## config.mk

```make
export PLATFORM = sky130hd
export DESIGN_NAME = filter_stream_ctrl_flat
export DESIGN_NICKNAME = d
export VERILOG_FILES = /design/src/rtl/filter_stream_ctrl_if.sv /design/src/rtl/filter_stream_ctrl.sv /design/src/flat_wrapper.sv
export SDC_FILE = /design/constraint.sdc
export NUM_CORES = 1
export LEC_CHECK = 0
export ABC_AREA = 1
export CORE_MARGIN = 1.5
export CORE_UTILIZATION = 53
export DETAILED_ROUTE_END_ITERATION = 8
export GPL_TIMING_DRIVEN = 0
export PLACE_DENSITY = 0.85
export SYNTH_ARGS = -nofsm -noshare
export SYNTH_HDL_FRONTEND = slang
export SYNTH_SLANG_ARGS = --single-unit
```

## constraint.sdc

```tcl
create_clock -name clk_out -period 2.37 [get_ports clk_out]
set_clock_uncertainty 0.15 [all_clocks]
set_input_delay 0.237 -clock clk_out [delete_from_list [all_inputs] [get_ports clk_out]]
set_output_delay 0.237 -clock clk_out [all_outputs]
set_load 0.005 [all_outputs]
```

## src/rtl/filter_stream_ctrl_if.sv

```systemverilog
// Handshake bundle between the filter front-end sequencer and its neighbours:
// ADC sample input stream, filter enable/done issue port, result output stream.
interface filter_stream_ctrl_if #(
  parameter int unsigned DATA_WIDTH = 16
);
  // ADC capture side
  logic                  adc_valid;
  logic [DATA_WIDTH-1:0] adc_data;
  logic                  adc_ready;
  // FIR filter side
  logic                  filter_enable;
  logic [DATA_WIDTH-1:0] filter_data_out;
  logic                  filter_done;
  logic [DATA_WIDTH-1:0] filter_data_in;
  // Result stream
  logic                  out_valid;
  logic [DATA_WIDTH-1:0] out_data;
  logic                  out_ready;

  // Controller view
  modport master (
    input  adc_valid, adc_data, filter_done, filter_data_in, out_ready,
    output adc_ready, filter_enable, filter_data_out, out_valid, out_data
  );

  // Environment view (ADC, filter and downstream consumer)
  modport slave (
    output adc_valid, adc_data, filter_done, filter_data_in, out_ready,
    input  adc_ready, filter_enable, filter_data_out, out_valid, out_data
  );
endinterface

```

## src/rtl/filter_stream_ctrl.sv

```systemverilog
// FIR front-end sequencer: buffers ADC samples in a small FIFO, issues one
// sample at a time to the filter with a single-cycle enable pulse, waits for
// done (with timeout), and presents the captured result on a valid/ready stream.
module filter_stream_ctrl #(
  parameter int unsigned DATA_WIDTH     = 16,
  parameter int unsigned FIFO_DEPTH     = 4,
  parameter int unsigned TIMEOUT_CYCLES = 8
) (
  input  logic                          clk_out,
  input  logic                          reset,
  filter_stream_ctrl_if.master          bus,
  output logic [$clog2(FIFO_DEPTH):0]   fifo_count,
  output logic                          timeout_err,
  input  logic                          clear_err
);

  localparam int unsigned PW = $clog2(FIFO_DEPTH);
  localparam int unsigned CW = PW + 1;
  localparam int unsigned TW = $clog2(TIMEOUT_CYCLES);

  typedef enum logic {
    S_IDLE,
    S_WAIT
  } state_t;

  state_t                state_q, state_d;
  logic [PW-1:0]         wr_ptr_q, wr_ptr_d;
  logic [PW-1:0]         rd_ptr_q, rd_ptr_d;
  logic [CW-1:0]         count_q, count_d;
  logic [DATA_WIDTH-1:0] mem_q [FIFO_DEPTH];
  logic [DATA_WIDTH-1:0] fdo_q, fdo_d;
  logic                  en_q, en_d;
  logic                  ov_q, ov_d;
  logic [DATA_WIDTH-1:0] od_q, od_d;
  logic [TW-1:0]         tcnt_q, tcnt_d;
  logic                  terr_q, terr_d;

  logic adc_ready;
  logic push;
  logic issue;

  assign adc_ready = (count_q < CW'(FIFO_DEPTH));
  assign push      = bus.adc_valid && adc_ready;
  // Issue needs the registered out_valid low, so a result transfer at edge E
  // allows the next issue at E+1 at the earliest.
  assign issue     = (state_q == S_IDLE) && (count_q != '0) && !ov_q;

  assign bus.adc_ready       = adc_ready;
  assign bus.filter_enable   = en_q;
  assign bus.filter_data_out = fdo_q;
  assign bus.out_valid       = ov_q;
  assign bus.out_data        = od_q;
  assign fifo_count          = count_q;
  assign timeout_err         = terr_q;

  // Next-state logic: FIFO bookkeeping, issue/wait sequencing, output handshake
  always_comb begin
    state_d  = state_q;
    wr_ptr_d = wr_ptr_q;
    rd_ptr_d = rd_ptr_q;
    count_d  = count_q;
    fdo_d    = fdo_q;
    en_d     = 1'b0;
    ov_d     = ov_q;
    od_d     = od_q;
    tcnt_d   = tcnt_q;
    terr_d   = terr_q;

    if (push) begin
      wr_ptr_d = wr_ptr_q + PW'(1);
    end

    unique case ({push, issue})
      2'b10:   count_d = count_q + CW'(1);
      2'b01:   count_d = count_q - CW'(1);
      default: count_d = count_q;
    endcase

    if (ov_q && bus.out_ready) begin
      ov_d = 1'b0;
    end

    if (clear_err) begin
      terr_d = 1'b0;
    end

    unique case (state_q)
      S_IDLE: begin
        if (issue) begin
          fdo_d    = mem_q[rd_ptr_q];
          en_d     = 1'b1;
          rd_ptr_d = rd_ptr_q + PW'(1);
          tcnt_d   = '0;
          state_d  = S_WAIT;
        end
      end
      S_WAIT: begin
        // tcnt_q==0 marks the edge where the filter samples enable; a done
        // seen there belongs to nothing we issued and is ignored.
        if (bus.filter_done && (tcnt_q != '0)) begin
          od_d    = bus.filter_data_in;
          ov_d    = 1'b1;
          state_d = S_IDLE;
        end else if (tcnt_q == TW'(TIMEOUT_CYCLES - 1)) begin
          terr_d  = 1'b1;
          state_d = S_IDLE;
        end else begin
          tcnt_d  = tcnt_q + TW'(1);
        end
      end
      default: state_d = S_IDLE;
    endcase
  end

  // Control and datapath registers with asynchronous reset
  always_ff @(posedge clk_out or posedge reset) begin
    if (reset) begin
      state_q  <= S_IDLE;
      wr_ptr_q <= '0;
      rd_ptr_q <= '0;
      count_q  <= '0;
      fdo_q    <= '0;
      en_q     <= 1'b0;
      ov_q     <= 1'b0;
      od_q     <= '0;
      tcnt_q   <= '0;
      terr_q   <= 1'b0;
    end else begin
      state_q  <= state_d;
      wr_ptr_q <= wr_ptr_d;
      rd_ptr_q <= rd_ptr_d;
      count_q  <= count_d;
      fdo_q    <= fdo_d;
      en_q     <= en_d;
      ov_q     <= ov_d;
      od_q     <= od_d;
      tcnt_q   <= tcnt_d;
      terr_q   <= terr_d;
    end
  end

  // FIFO storage; contents are don't-care while count is zero, so no reset
  always_ff @(posedge clk_out) begin
    if (push) begin
      mem_q[wr_ptr_q] <= bus.adc_data;
    end
  end

endmodule

```

## src/flat_wrapper.sv

```systemverilog
// flat-port wrapper written by rule: the top's interface ports become plain ports
module filter_stream_ctrl_flat 
#(
  parameter int unsigned DATA_WIDTH     = 16,
  parameter int unsigned FIFO_DEPTH     = 4,
  parameter int unsigned TIMEOUT_CYCLES = 8
)
  (clk_out, reset, fifo_count, timeout_err, clear_err, bus_adc_valid, bus_adc_data, bus_filter_done, bus_filter_data_in, bus_out_ready, bus_adc_ready, bus_filter_enable, bus_filter_data_out, bus_out_valid, bus_out_data);
  filter_stream_ctrl_if #(.DATA_WIDTH(DATA_WIDTH)) bus_i ();
  input  logic clk_out;
  input  logic reset;
  output logic [$clog2(FIFO_DEPTH):0] fifo_count;
  output logic timeout_err;
  input  logic clear_err;
  input wire logic [$bits(bus_i.adc_valid)-1:0] bus_adc_valid;
  input wire logic [$bits(bus_i.adc_data)-1:0] bus_adc_data;
  input wire logic [$bits(bus_i.filter_done)-1:0] bus_filter_done;
  input wire logic [$bits(bus_i.filter_data_in)-1:0] bus_filter_data_in;
  input wire logic [$bits(bus_i.out_ready)-1:0] bus_out_ready;
  output wire logic [$bits(bus_i.adc_ready)-1:0] bus_adc_ready;
  output wire logic [$bits(bus_i.filter_enable)-1:0] bus_filter_enable;
  output wire logic [$bits(bus_i.filter_data_out)-1:0] bus_filter_data_out;
  output wire logic [$bits(bus_i.out_valid)-1:0] bus_out_valid;
  output wire logic [$bits(bus_i.out_data)-1:0] bus_out_data;
  assign bus_i.adc_valid = bus_adc_valid;
  assign bus_i.adc_data = bus_adc_data;
  assign bus_i.filter_done = bus_filter_done;
  assign bus_i.filter_data_in = bus_filter_data_in;
  assign bus_i.out_ready = bus_out_ready;
  assign bus_adc_ready = bus_i.adc_ready;
  assign bus_filter_enable = bus_i.filter_enable;
  assign bus_filter_data_out = bus_i.filter_data_out;
  assign bus_out_valid = bus_i.out_valid;
  assign bus_out_data = bus_i.out_data;
  filter_stream_ctrl #(.DATA_WIDTH(DATA_WIDTH), .FIFO_DEPTH(FIFO_DEPTH), .TIMEOUT_CYCLES(TIMEOUT_CYCLES)) u_core (.clk_out(clk_out), .reset(reset), .bus(bus_i), .fifo_count(fifo_count), .timeout_err(timeout_err), .clear_err(clear_err));
endmodule
```

After elaboration in Yosys (flattened, before gate mapping)
Memory sizes are Yosys's and may differ from the RTL's. A register that Yosys moved wholly into a read port is not among the register bits.
Cells that the tools add are included.
W data, S select, Z words.
{"block": "classes", "n_bitwise": 1, "n_reduce_logical": 12, "n_lt_le_gt_ge": 1, "add_sub_neg": 5, "n_eq_ne": 6, "mux": 19}
{"cell": "$mux W1", "n": 13}
{"cell": "$pmux W3 S2", "n": 2}
{"cell": "$mux W3", "n": 3}
{"cell": "$add A3 B1 Y3 const B", "n": 2}
{"cell": "$reduce_bool A3 Y1", "n": 2}
{"cell": "$logic_and A1 B1 Y1", "n": 5}
{"cell": "$add A2 B1 Y2 const B", "n": 2}
{"cell": "$ne A2 B2 Y1 const B", "n": 2}
{"cell": "$reduce_and A2 Y1", "n": 2}
{"cell": "$eq A3 B3 Y1 const B", "n": 1}
{"cell": "$lt A3 B3 Y1 const B", "n": 1}
{"cell": "$reduce_and A3 Y1", "n": 1}
{"cell": "$sub A3 B1 Y3 const B", "n": 1}
{"cell": "$eq A2 B1 Y1 const B", "n": 1}
{"cell": "$eq A2 B2 Y1 const B", "n": 1}
{"cell": "$ne A2 B1 Y1 const B", "n": 1}
{"cell": "$pmux W1 S2", "n": 1}
{"cell": "$reduce_bool A2 Y1", "n": 1}
{"cell": "$logic_not A1 Y1", "n": 1}
{"cell": "$not A1 Y1", "n": 1}
{"block": "totals", "inputBits": 38, "elab_cells": 54, "out_inout_bits": 39, "ram_bits": 64, "regBits": 30, "memories": 1}
{"name": "u_core.mem_q", "depth": 4, "width": 16, "rd": 1, "rd_ports_with_merged_regs": 1, "write_ports": 1, "line_no": "filter_stream_ctrl.sv:30", "rtl": "logic [DATA_WIDTH-1:0] mem_q [FIFO_DEPTH];"}

Depth between registers and ports, before layout
{"block": "logic_depth", "ltp_word": 5, "ltp_mapped": 12, "ltp_nobuf": 11}

Worst setup path before layout
No wires, ideal clock.
{"block": "synth_timing", "path_kind": "register to register", "startpoint": "reg u_core.state_q", "endpoint": "reg u_core.count_q[2], in the netlist u_core.fifo_count[2]", "arrival_ps": 1718, "path_buffers": 1, "synth_period_minus_slack_ps": 1991, "path_stages_with_launch": 11, "setup_time_ps": 123, "setup_slack_ps": 379, "t_required_ps": 2097, "path_cell_list": "dfrtp_1 nor2_1 nand2_2 buf_2 inv_1 ha_1 inv_1 fa_1 nand2_1 nand3_1 xor2_1"}
{"block": "synth_between", "elab_chain_len": 5, "elab_cells_between_ends": 7, "classes_between": "2 x eq/ne; 1 x mux; 1 x bitwise; 3 x reduce/logical"}
{"element": "start: declaration", "line_no": "filter_stream_ctrl.sv:26", "rtl": "state_t state_q, state_d;"}
{"element": "start signal: assignment", "line_no": "filter_stream_ctrl.sv:129", "rtl": "state_q <= state_d;"}
{"element": "$not A1 Y1 *", "line_no": "filter_stream_ctrl.sv:46", "rtl": "assign issue = (state_q == S_IDLE) && (count_q != '0) && !ov_q;"}
{"element": "$logic_and A1 B1 Y1 * (2 in a row)", "line_no": "filter_stream_ctrl.sv:46"}
{"element": "$eq A2 B1 Y1 / $eq A2 B2 Y1 (equally long branches)", "line_no": "filter_stream_ctrl.sv:73", "rtl": "unique case ({push, issue})"}
{"element": "$pmux W3 S2 / $reduce_bool A2 Y1 (equally long branches)"}
{"element": "end signal: assignment", "line_no": "filter_stream_ctrl.sv:132", "rtl": "count_q <= count_d;"}
{"element": "end: declaration", "line_no": "filter_stream_ctrl.sv:29", "rtl": "logic [CW-1:0] count_q, count_d;"}
Every way passes the cells marked *; elsewhere a longest branch is shown, timed or not.
A chain may end at the register's enable or synchronous reset.

Worst setup path after layout
Ends and elaborated chain as after synthesis.

==> summary.md <==
| Metric | Value |
|---|---|
| Status | `complete, no violations` |
| Crit path from | `u_core.state_q` |
| R2R Path End | `u_core.fifo_count[2]` |
| Port Buffers | `76` |
| Layout cell share with drive strength beyond 1 | `8.217%` |
| Tcrit/Tclk final | `92.96%` |
| Commonest cells post-synth | `nand2_1 (193), inv_1 (85), edfxtp_1 (64), dfrtp_1 (46), nand3_1 (37)` |
| Worst Setup End Kind | `register` |
| Nets | `614` |
| CTS Buf Count | `9` |
| CP required | `2.48 ns` |
| Detailed-route via count | `3384` |
| CP bufs+invs | `3` |
| Antenna Nets Post-Route | `0` |
| Worst hold path class | `input port to register` |
| Die X | `96.98 um` |
| Largest net degree at the start of global routing | `32` |
| Number of cell rows | `34` |
| Internal power | `4.394 mW` |
| Setup Viol. Count Final | `0` |
| Cell Area, Synth | `4681 um2` |
| Avg Cell Area, Syn | `9.833 um2` |
| Net Sw Power | `2.551 mW` |
| Number of enable flip-flop cells after synthesis | `64` |
| Cell taking the most area after synthesis | `edfxtp_1` |
| Via density | `4.976` |
| Area growth from synthesis to layout | `25.23%` |
| Max stage delay on crit path | `0.45 ns` |
| Synth top area share | `41.06%` |
| Hpwl dp | `6.738 mm` |
| CP Launch Type | `register` |
| Hold path cells | `3` |
| CTS root buf | `clkbuf_8` |
| First-pass GRT wire length | `16.03 mm` |
| YS warnings | `0` |
| Tmin final | `2.203 ns` |
| DRC Markers | `0` |
| Initial antenna violation count | `0` |
| Area contributors post-synth | `edfxtp_1 (41%), dfrtp_1 (25%), nand2_1 (15%)` |
| Top_reg_cell synth | `edfxtp_1` |
| CP max FO | `10` |
| Worst EP arrival | `2.31 ns` |
| Starting Density | `54.20%` |
| Pleak | `2.824 nW` |
| Fmax achieved | `453.9 MHz` |
| Pins Over Slew Limit | `0` |
| Total power divided by cell area | `1185 nW/um2` |
| FF-to-FF path depth | `10` |
| Slowest stage cell, crit path | `dfrtp_1` |
| Worst r2r src | `u_core.state_q` |
| Syn_nets | `523` |
| FF-to-FF setup slack | `0.17 ns` |
| Worst-skew pair later-pin latency | `0.37 ns` |
| Number of synthesized register bits | `110` |
| Core area | `8636 um2` |
| Worst slew pin tran | `0.9704 ns` |
| Diodes inserted | `0` |
| Die height | `96.98 um` |
| Mapped Cells | `476` |
| H-tree depth | `3` |
| Sequential area share after synthesis | `65.65%` |
| Comb pwr share | `42.3%` |
| Wire length per cell | `14.65 um` |
| Critical path cell sequence | `nor2_1, nand2_2, buf_2, inv_1, ha_1, inv_1, fa_1, nand2_1, nand3_1, xor2_1` |
| Clock buffer depth | `2` |
| Final hold violation count | `0` |
| Clk network pwr share | `17.1%` |
| I/O pin count | `77` |
| Total grt overflow | `0` |
| Yosys cell types | `18` |
| Non-filler cells, final | `680` |
| Slew margin rel. | `35.24%` |
| Delay-heaviest family, CP | `adder cells` |
| Most common cell in the netlist | `nand2_1` |
| Pre-antenna DRT Iters | `5` |
| Total GRT Usage | `21.81%` |
| Drt total wl | `9.965 mm` |
| Switching Share | `36.73%` |
| Max-Cap Viols | `0` |
| Drt first-iter violations | `204` |
| Sequential share of power | `40.6%` |
| Clock sinks | `110` |
| Power Total | `6.945 mW` |
| RSZ-0062 raised after global routing | `false` |
| Worst-case vdd ir drop | `0.0005691 V` |
| Kind of critical path | `register to register` |
| Vias in the first global route | `3461` |
| CTS tree | `done` |
| Die area | `9404 um2` |
| RePlAce Congestion | `0.8067` |
| Worst Hold Path EP | `u_core.bus.out_data[0]` |
| Crit path top cell by count | `inv_1` |
| Hold_sp | `bus_filter_data_in[0]` |
| Asr flop ratio synth | `41.82%` |
| Worst-path clk slew | `0.10 ns` |
| Placed cell count | `663` |
## sequential cells by signal, summed over array words and instances (netlist names), 2 cells and up
register                    cells
u_core.fifo_count               3
u_core.bus.filter_data_out     16
u_core.mem_q                   64
u_core.tcnt_q                   3
u_core.rd_ptr_q                 2
u_core.bus.out_data            16
u_core.wr_ptr_q                 2
## metal layers
| metal | GRT usage, % | up-vias | part of all wire, % |
|---|---|---|---|
| met3 | 4.118 | 15 | 6.1 |
| met2 | 38.95 | 126 | 51 |
| met5 | 0 | - | 0 |
| met4 | 7.915 | 0 | 1.7 |
| met1 | 26.32 | 1611 | 41 |
| li1 | - | 1632 | - |
## stage by stage
stage / hold slack [ns] / TNS, ns / area (um2) / setup WS [ns] / util [%]
floorplan: 0.1834 / 0 / 4681 / 0.3788 / -
global placement: 0.3039 / -23.15 / 5577 / -0.3512 / 64.58
detailed placement: 0.3078 / 0 / 5637 / 0.03503 / 65.27
CTS: 0.2469 / 0 / 5862 / 0.1551 / 67.88
finish: 0.2537 / 0 / 5862 / 0.1669 / 67.88
global route: 0.2666 / 0 / 5862 / 0.04327 / 67.88
## cells in the final DEF (no fill, tap or decap), types with 5 or more instances in the layout
master           count
buf_2                6
inv_1               84
edfxtp_1            64
nand3_1             37
dfrtp_1             46
clkbuf_8            10
nand2_1            193
nor2_1               5
buf_4                7
inv_2                6
ha_1                 8
clkdlybuf4s50_1     76
## cell type report
class | instances | area [um2]
multi-input combinational | 261 | 1175
fill | 653 | 2774
inverter | 90 | 337.8
sequential | 110 | 3073
clock inverter | 6 | 77.57
timing repair buffer | 80 | 820.8
clock buffer | 10 | 137.6
buffer | 15 | 105.1
tap | 108 | 135.1
## tightest hold or removal path, delay by kind of cell
kind | cells | cell delay [ns]
and+or+nand+nor | 2 | 0.11
buffers and inverters | 1 | 0.39
## what timing repair did
| item | 4_1_cts | 5_1_grt |
|---|---|---|
| gates resized for setup | 0 | 0 |
| hold endpoints to repair | 2 | 0 |
| setup buffers | 0 | 0 |
| hold buffers | 1 | 0 |
## power by group through the flow
stage	combinational [mW]	clock [mW]	sequential, mW
4_1_cts	2.96	1.21	2.81
5_1_grt	3.26	1.28	2.87
3_3_place_gp	2.74	0	2.83
6_report	2.94	1.19	2.82
2_1_floorplan	1.63	0	2.85
3_5_place_dp	2.94	0	2.85
## cells by family (layout without fill, tap and decap cells)
group	count (synthesis)	count (layout)	synth area share [%]
and+or+nand+nor	242	242	20.85
adders and majority gates	9	9	2.566
DFF	110	110	65.65
AOI/OAI and AO/OA	5	5	0.5345
xor gates and xnor gates	5	5	0.9357
buffers and inverters	105	201	9.463
## how the worst max path moves through the flow
stage / to / slack, ns / depth (start not counted)
6_report: u_core.fifo_count[2] / 0.17 / 10
5_1_grt: u_core.fifo_count[2] / 0.04 / 12
3_5_place_dp: u_core.mem_q[1][14] / 0.04 / 3
2_1_floorplan: u_core.fifo_count[2] / 0.38 / 10
4_1_cts: u_core.fifo_count[2] / 0.16 / 10
3_3_place_gp: u_core.mem_q[2][7] / -0.35 / 3
Note: power is estimated with default switching activity, not from simulation.
